### config.mk
export PLATFORM = sky130hd
export DESIGN_NAME = obuft_bus_arbiter
export DESIGN_NICKNAME = d
export VERILOG_FILES = /design/src/rtl/obuft_arb_pkg.sv /design/src/rtl/obuft_rr_pick.sv /design/src/rtl/obuft_bus_arbiter.sv
export SDC_FILE = /design/constraint.sdc
export NUM_CORES = 1
export LEC_CHECK = 0
export CAP_MARGIN = 20
export CELL_PAD_IN_SITES_DETAIL_PLACEMENT = 1
export CELL_PAD_IN_SITES_GLOBAL_PLACEMENT = 1
export CORE_MARGIN = 2
export CORE_UTILIZATION = 32
export DETAILED_ROUTE_END_ITERATION = 8
export PLACE_DENSITY = 0.85
export SETUP_SLACK_MARGIN = 0.15
export SKIP_LAST_GASP = 1
export SLEW_MARGIN = 20
export SYNTH_ARGS = -nofsm -noshare
export SYNTH_HDL_FRONTEND = slang
export SYNTH_SLANG_ARGS = --single-unit
### constraint.sdc
create_clock -name clk -period 2.6 [get_ports clk]
set_input_delay 0.52 -clock clk [delete_from_list [all_inputs] [get_ports clk]]
set_output_delay 0.52 -clock clk [all_outputs]
set_load 0.005 [all_outputs]
### src/rtl/obuft_arb_pkg.sv
// Shared types for the OBUFT bus arbiter: FSM state encoding and counter widths.
package obuft_arb_pkg;

  typedef enum logic [1:0] {IDLE, DRIVE, TURN, PARK} arb_state_t;

  // Counters are sized for TURN_CYC and MAX_HOLD values up to 256.
  localparam int TURN_CNT_W = 8;
  localparam int HOLD_CNT_W = 8;

endpackage

### src/rtl/obuft_rr_pick.sv
// Combinational round-robin picker: first set request at or after ptr, wrapping.
// Zero latency, no flow control; pick_vld low when no request is set.
module obuft_rr_pick #(
  parameter int N_REQ = 4,
  localparam int IDX_W = (N_REQ > 1) ? $clog2(N_REQ) : 1
) (
  input  logic [N_REQ-1:0] req,
  input  logic [IDX_W-1:0] ptr,
  output logic [N_REQ-1:0] pick_oh,
  output logic [IDX_W-1:0] pick_idx,
  output logic             pick_vld
);

  logic [IDX_W-1:0] k;
  int               sum;

  always_comb begin
    pick_oh  = '0;
    pick_idx = '0;
    pick_vld = 1'b0;
    k        = '0;
    sum      = 0;
    // Scan from the farthest offset down so the nearest hit is written last.
    for (int i = N_REQ - 1; i >= 0; i--) begin
      sum = int'(ptr) + i;
      if (sum >= N_REQ) sum = sum - N_REQ;
      k = IDX_W'(sum);
      if (req[k]) begin
        pick_oh    = '0;
        pick_oh[k] = 1'b1;
        pick_idx   = k;
        pick_vld   = 1'b1;
      end
    end
  end

endmodule

### src/rtl/obuft_bus_arbiter.sv
// Round-robin owner sequencing for a shared tri-state pad bus with high-Z turnaround between tenures.
// Grant 1 cycle after request, data path combinational; no backpressure. OBUFT_ARB_PARK_EN enables parking.
module obuft_bus_arbiter
  import obuft_arb_pkg::*;
#(
  parameter int N_REQ    = 4,
  parameter int WIDTH    = 8,
  parameter int TURN_CYC = 1,
  parameter int MAX_HOLD = 16,
  localparam int IDX_W   = $clog2(N_REQ)
) (
  input  logic                   clk,
  input  logic                   rst_n,
  input  logic [N_REQ-1:0]       req,
  input  logic [N_REQ*WIDTH-1:0] data_in,
  input  logic                   gts_in,
  output logic [N_REQ-1:0]       gnt,
  output logic [WIDTH-1:0]       bus_i,
  output logic [WIDTH-1:0]       bus_t,
  output logic [IDX_W-1:0]       bus_own
);

  arb_state_t            state_q, state_d;
  logic [N_REQ-1:0]      gnt_q;
  logic [IDX_W-1:0]      own_q, ptr_q;
  logic [HOLD_CNT_W-1:0] hold_q;
  logic [TURN_CNT_W-1:0] turn_q;

  logic [N_REQ-1:0]      req_elig, pick_oh, own_oh;
  logic [IDX_W-1:0]      pick_idx;
  logic                  pick_vld, contender, hold_max, turn_end, leave, drive;
  logic [WIDTH-1:0]      data_arr [N_REQ];

  for (genvar g = 0; g < N_REQ; g++) begin : g_slice
    assign data_arr[g] = data_in[g*WIDTH +: WIDTH];
  end

  // Global tristate suppresses all new grants.
  assign req_elig  = gts_in ? '0 : req;
  assign own_oh    = N_REQ'(1) << own_q;
  assign contender = |(req & ~own_oh);
  assign hold_max  = (hold_q == HOLD_CNT_W'(MAX_HOLD - 1));
  assign turn_end  = (turn_q == TURN_CNT_W'(TURN_CYC - 1));
  assign leave     = !req[own_q] || gts_in || (hold_max && contender);

  obuft_rr_pick #(.N_REQ(N_REQ)) u_pick (
    .req      (req_elig),
    .ptr      (ptr_q),
    .pick_oh  (pick_oh),
    .pick_idx (pick_idx),
    .pick_vld (pick_vld)
  );

  always_ff @(posedge clk) begin
    if (!rst_n) begin
      state_q <= IDLE;
      gnt_q   <= '0;
      own_q   <= '0;
      ptr_q   <= '0;
      hold_q  <= '0;
      turn_q  <= '0;
    end else begin
      state_q <= state_d;
      if (state_d == DRIVE && state_q != DRIVE) begin
        own_q  <= pick_idx;
        gnt_q  <= pick_oh;
        hold_q <= '0;
      end else if (state_q == DRIVE && state_d != DRIVE) begin
        gnt_q <= '0;
        ptr_q <= (own_q == IDX_W'(N_REQ - 1)) ? '0 : own_q + 1'b1;
      end else if (state_q == DRIVE && !hold_max) begin
        hold_q <= hold_q + 1'b1;
      end
      if (state_d == TURN) begin
        turn_q <= (state_q == TURN) ? turn_q + 1'b1 : '0;
      end
    end
  end

  always_comb begin
    state_d = state_q;
    case (state_q)
      IDLE:  if (pick_vld) state_d = DRIVE;
      DRIVE: begin
        if (leave) begin
`ifdef OBUFT_ARB_PARK_EN
          state_d = (!gts_in && req == '0) ? PARK : TURN;
`else
          state_d = TURN;
`endif
        end
      end
      TURN:  if (turn_end) state_d = pick_vld ? DRIVE : IDLE;
      PARK: begin
`ifdef OBUFT_ARB_PARK_EN
        // A different requester must still see a turnaround before driving.
        if (gts_in)        state_d = IDLE;
        else if (pick_vld) state_d = (pick_idx == own_q) ? DRIVE : TURN;
`else
        state_d = IDLE;
`endif
      end
      default: state_d = IDLE;
    endcase
  end

  always_comb begin
`ifdef OBUFT_ARB_PARK_EN
    drive = (state_q == DRIVE) || (state_q == PARK);
`else
    drive = (state_q == DRIVE);
`endif
    gnt     = gnt_q;
    bus_own = own_q;
    bus_t   = (drive && !gts_in) ? '0 : '1;
    bus_i   = (state_q == DRIVE) ? data_arr[own_q] : '0;
  end

endmodule

==> results of run 1 <==
-- per-layer routing --
layer | share of wire | track usage | vias up
met5 | 0 | 0 | -
met4 | 0.020 | 0.0505 | 0
met3 | 0.012 | 0.0118 | 12
met2 | 0.56 | 0.341 | 26
met1 | 0.41 | 0.228 | 983
li1 | - | - | 971
-- metrics by stage --
stage / cell area (um^2) / std cells / hold WS [ns] / total power, mW
floorplan: 2190 / 231 / 0.462 / 0.630
global route: 3230 / 387 / 0.542 / 1.22
detailed placement: 2960 / 377 / 0.499 / 0.795
finish: 3230 / 387 / 0.518 / 1.16
global placement: 2960 / 377 / 0.477 / 0.780
CTS: 3070 / 382 / 0.513 / 1.14
-- where the power goes --
group / internal, mW / total (mW) / switching, mW / leakage [nW]
logic: 0.228 / 0.407 / 0.179 / 1.01
clock network: 0.206 / 0.336 / 0.130 / 0.0357
registers: 0.408 / 0.421 / 0.0134 / 0.212
total: 0.842 / 1.16 / 0.323 / 1.26
-- cell type report --
cell class,instances,area share
clock buffers,3,0.0128
clock inverters,1,0.00931
inverters,10,0.0124
multi-input cells,179,0.514
flip-flops and latches,26,0.164
well taps,77,0.0299
repair buffers,91,0.257
-- Yosys cell counts, types with 2 or more instances --
cell       count  share of area
nand2b_1       5          0.015
inv_1          8          0.014
xnor2_1        5          0.021
buf_4          7          0.025
nand3_1        9          0.022
a21oi_1        4         0.0096
mux4_2         9          0.098
xor2_1         9          0.038
o2bb2ai_1      2         0.0084
or3b_1         2         0.0084
buf_2          2         0.0048
a21boi_1       2         0.0072
nor2b_1        6          0.018
o21a_1         4          0.014
nand2_1       14          0.025
dfxtp_1       26           0.25
mux2i_1        6          0.029
a2bb2oi_1      4          0.017
and3b_1        2         0.0084
a211oi_1       2         0.0072
and2_1        13          0.039
nor2_1        24          0.043
ha_1          18           0.11
and3_1        10          0.030
nor3_1         7          0.017
a211oi_2       2          0.012
clkbuf_1       5         0.0090
inv_2          2         0.0036
a2111oi_0      5          0.021
-- cells by family after synthesis --
logic type      after synthesis  synth area share
compound gates               35             0.141
buf+inv                      26            0.0644
xor+xnor                     14            0.0590
mux                          16             0.137
simple gates                 96             0.240
fa+ha+maj                    18             0.108
flops                        26             0.250
-- worst paths after layout --
| check | end | slack, ns | cells past startpoint |
|---|---|---|---|
| hold / removal | turn_q[1] | 0.52 | 2 |
| hold reg to reg | turn_q[1] | 0.52 | 2 |
| setup reg to reg | hold_q[1] | 0.15 | 12 |
| setup / recovery | hold_q[1] | 0.14 | 11 |
-- state kept, by name, summed over array words and instances (netlist names) --
| signal | cells |
|---|---|
| state_q | 2 |
| ptr_q | 2 |
| bus_own | 2 |
| hold_q | 8 |
| gnt | 4 |
| turn_q | 8 |
-- what timing repair did --
action | CTS | global route
gates cloned | 0 | 0
resized for setup | 22 | 20
buffers inserted | 1 | 5
endpoints found under the setup margin | 27 | 13
pin swaps | 9 | 15
-- worst max-delay path: stages --
cell           delay [ns]
dlygate4sd2_1        0.25
nor2b_1              0.17
a2111oi_4            0.30
o211ai_1             0.21
o2bb2ai_2            0.20
inv_2                0.07
ha_4                 0.18
a211oi_4             0.30
buf_4                0.17
mux2i_1              0.17
nor2_1               0.07
==> results.cfg, run 1 <==
[status]
status = finished clean

[clock_network]
cts.sinks = 26
cts_inserted_buffers = 3
h-tree-depth = 1
cts_root_buf = clkbuf_8
hold_buffers = 0
cts_tree = yes
clk_latency_ns = 0.27
clock_path_buffers = 2
clkTransAtPathRegs_ns = 0.09

[global_route]
grt_max_degree = 16
grt_pass1_wl_mm = 10.7
grt_pass1_vias = 2145
grt-ovfl-total = 0
grt.total_usage = 0.184
grt_antenna_before_repair = 0

[layout]
area_growth_pct = 55.2
fillers = 727
layout-drive-gt1-share = 0.258
ff_latch_area_um2 = 529
mostFrequentLayoutCell = clkdlybuf4s50_1
nNetsFinal = 368
multi_input_area_um2 = 1660
utilization = 0.511
diodes = 0
final_cell_mix = clkdlybuf4s50_1 (48), buf_4 (29), nor2_1 (24)

[drt]
drt_iter0_markers = 34
vias = 1992
drtAntennaViolNets = 0
viasPerCell = 5.15
drc = 0
wl_per_cell_um = 17.7
drt_pre_antenna_iters = 4
wl_mm = 6.86

[yosys]
synth_cells = 231
synthArstFlopShare = 0
yosysUniqueCellTypes = 46
ys_ff_latch = 26
synth_edf_count = 0
ys.flop_type = dfxtp_1
syn_avg_cell_area_um2 = 9.00
syn-num-nets = 288
synth_area_um2 = 2080
ys_seq_area_frac = 0.250
yosys_warnings = 0

[worst_hold_path]
min_from = turn_q[1]
hold_path.class = reg2reg

[floorplan]
rows = 29
dieWidth_um = 84.6
io_pins = 61
die_h_um = 84.6
die-area_um2 = 7160
initial_core_util = 0.329
fp.coreArea_um2 = 6310

[sta]
tns_ns = 0
hold_viol = 0
rsz0062_at_grt = true
worstMarginPinSlew_ns = 0.465
slew_viol_final = 0
slew_headroom = 0.689
fin_crit_ns = 2.46
finalCritPeriodShare = 0.946
setup_violations = 0
worst_slack_ns = 0.141
max_freq_mhz = 407
worst_clock_skew_ns = 0.00463

[worst_setup_path]
crit_path_start = req[3]
worstSetupStartpointType = input pin
arrival_ns = 2.61
endpoint_kind = flip-flop
critPathRequiredTime_ns = 2.76
path_class = in2reg
r2r_start = bus_own[1]
crit_path_max_fanout = 5

[place]
place.gp.congestion = 0.873
preCtsSetupSlack_ns = -0.361
portBuffers = 60
dp_hpwl_mm = 5.04

[pwr]
power.density_nw_per_um2 = 361
vdd_drop_max_mv = 0.198
p_leak_nw = 1.26

[run]
drv_cap = 0
Power figures use the tool's default switching activity.
==> run 2: changes to the inputs <==
--- a/config.mk
+++ b/config.mk
@@ -11,6 +11,7 @@
 export CORE_MARGIN = 2
 export CORE_UTILIZATION = 32
 export DETAILED_ROUTE_END_ITERATION = 8
+export GPL_ROUTABILITY_DRIVEN = 0
 export PLACE_DENSITY = 0.85
 export SETUP_SLACK_MARGIN = 0.15
 export SKIP_LAST_GASP = 1
@@ -18,3 +19,4 @@
 export SYNTH_ARGS = -nofsm -noshare
 export SYNTH_HDL_FRONTEND = slang
 export SYNTH_SLANG_ARGS = --single-unit
+export TNS_END_PERCENT = 5
==> run 2 against run 1 <==
Non-clock buffer count grew 10. Clock-buffer cell count increased by 1. Clock power shrank 21%. Critical endpoint is now bus_i[4].
==> results.cfg, run 2 (synthesized netlist as in run 1, its figures left out) <==
[clock_network]
h-tree-depth = 1
clk_latency_ns = 0.27
cts_root_buf = clkbuf_8
cts_inserted_buffers = 3
clock_path_buffers = 2
cts_tree = yes
clkTransAtPathRegs_ns = 0.09
hold_buffers = 0
cts.sinks = 26

[sta]
rsz0062_at_grt = true
fin_crit_ns = 2.52
worst_clock_skew_ns = 0.00551
tns_ns = 0
worstMarginPinSlew_ns = 0.522
slew_headroom = 0.651
setup_violations = 0
hold_viol = 0
finalCritPeriodShare = 0.968
slew_viol_final = 0
max_freq_mhz = 397

[drt]
viasPerCell = 5.28
drc = 0
drt_pre_antenna_iters = 4
wl_mm = 7.05
wl_per_cell_um = 17.8
vias = 2096
drt_iter0_markers = 48
drtAntennaViolNets = 0

[floorplan]
io_pins = 61
die-area_um2 = 7160
die_h_um = 84.6
rows = 29
fp.coreArea_um2 = 6310
initial_core_util = 0.329
dieWidth_um = 84.6

[global_route]
grt_pass1_wl_mm = 11.0
grt-ovfl-total = 0
grt_max_degree = 15
grt_antenna_before_repair = 0
grt_pass1_vias = 2264
grt.total_usage = 0.190

[pwr]
p_total_mw = 1.13
vdd_drop_max_mv = 0.199
power.density_nw_per_um2 = 341
p_leak_nw = 1.28

[layout]
layout-drive-gt1-share = 0.291
final_cell_mix = clkdlybuf4s50_1 (55), buf_4 (39), dfxtp_1 (24)
nNetsFinal = 378
postLayoutCellArea_um2 = 3300
multi_input_area_um2 = 1660
mostFrequentLayoutCell = clkdlybuf4s50_1
fillers = 741
area_growth_pct = 58.8
diodes = 0
ff_latch_area_um2 = 528

[run]
drv_cap = 0

[worst_setup_path]
rrSetupSlack_ns = 0.11
endpoint_kind = primary output
arrival_ns = 2.00
worstSetupStartpointType = input pin
path_class = in2out
crit_path_max_fanout = 1
critPathRequiredTime_ns = 2.08

[worst_hold_path]
hold_path.class = reg2reg

[place]
portBuffers = 60
dp_hpwl_mm = 5.03
placed_area_um2 = 2960

[status]
status = finished clean
==> run 2: layout make-up <==
cell class,count,share of cell area
sequential,26,0.160
tap,77,0.0292
multi-input combinational,179,0.503
timing repair buffer,101,0.278
inverter,10,0.0129
clock buffer,4,0.0167
==> run 2: path summary, 6_finish.rpt <==
check,from,end,cells past startpoint
max reg2reg,bus_own[0],turn_q[4],14
min,turn_q[1],turn_q[1],2
max,data_in[20],bus_i[4],4
min reg2reg,turn_q[1],turn_q[1],2
==> run 2: critical path, cell delays in order <==
cell and delay (ns):
clkdlybuf4s50_1 0.40, mux4_2 0.46, and2_1 0.18, clkdlybuf4s50_1 0.44
==> run 2: where the power goes <==
part | switching [mW] | total (mW) | internal, mW
logic | 0.185 | 0.440 | 0.254
clock network | 0.131 | 0.266 | 0.135
registers | 0.0122 | 0.420 | 0.408
==> run 2: per-stage QoR <==
step                cells  hold WS (ns)  setup slack [ns]   util
global placement      379         0.475            -0.248  0.469
finish                397         0.514            0.0821  0.523
global route          397         0.557          -0.00202  0.523
floorplan             231         0.462             0.125      -
detailed placement    379         0.500            -0.380  0.469
CTS                   396         0.512            0.0489  0.498
==> run 2: what timing repair did <==
action | CTS | global route
pin swaps | 9 | 14
setup buffers | 13 | 1
gates resized for setup | 13 | 29
endpoints found under the setup margin | 28 | 39
==> run 2: per-layer routing <==
layer | vias to the layer above | routed length (um) | GRT usage | share of wire
met5 | - | 0 | 0 | 0
met4 | 0 | 143 | 0.0361 | 0.020
met3 | 12 | 328 | 0.0393 | 0.047
met2 | 55 | 3920 | 0.373 | 0.56
met1 | 1037 | 2660 | 0.208 | 0.38
li1 | 992 | - | - | -
==> run 3: changes to the inputs <==
--- a/config.mk
+++ b/config.mk
@@ -12,6 +12,7 @@
 export CORE_UTILIZATION = 32
 export DETAILED_ROUTE_END_ITERATION = 8
 export GPL_ROUTABILITY_DRIVEN = 0
+export HOLD_SLACK_MARGIN = 0.15
 export PLACE_DENSITY = 0.85
 export SETUP_SLACK_MARGIN = 0.15
 export SKIP_LAST_GASP = 1
==> results of run 3 <==
Final layout, timing and power as in run 2 (identical DEF).
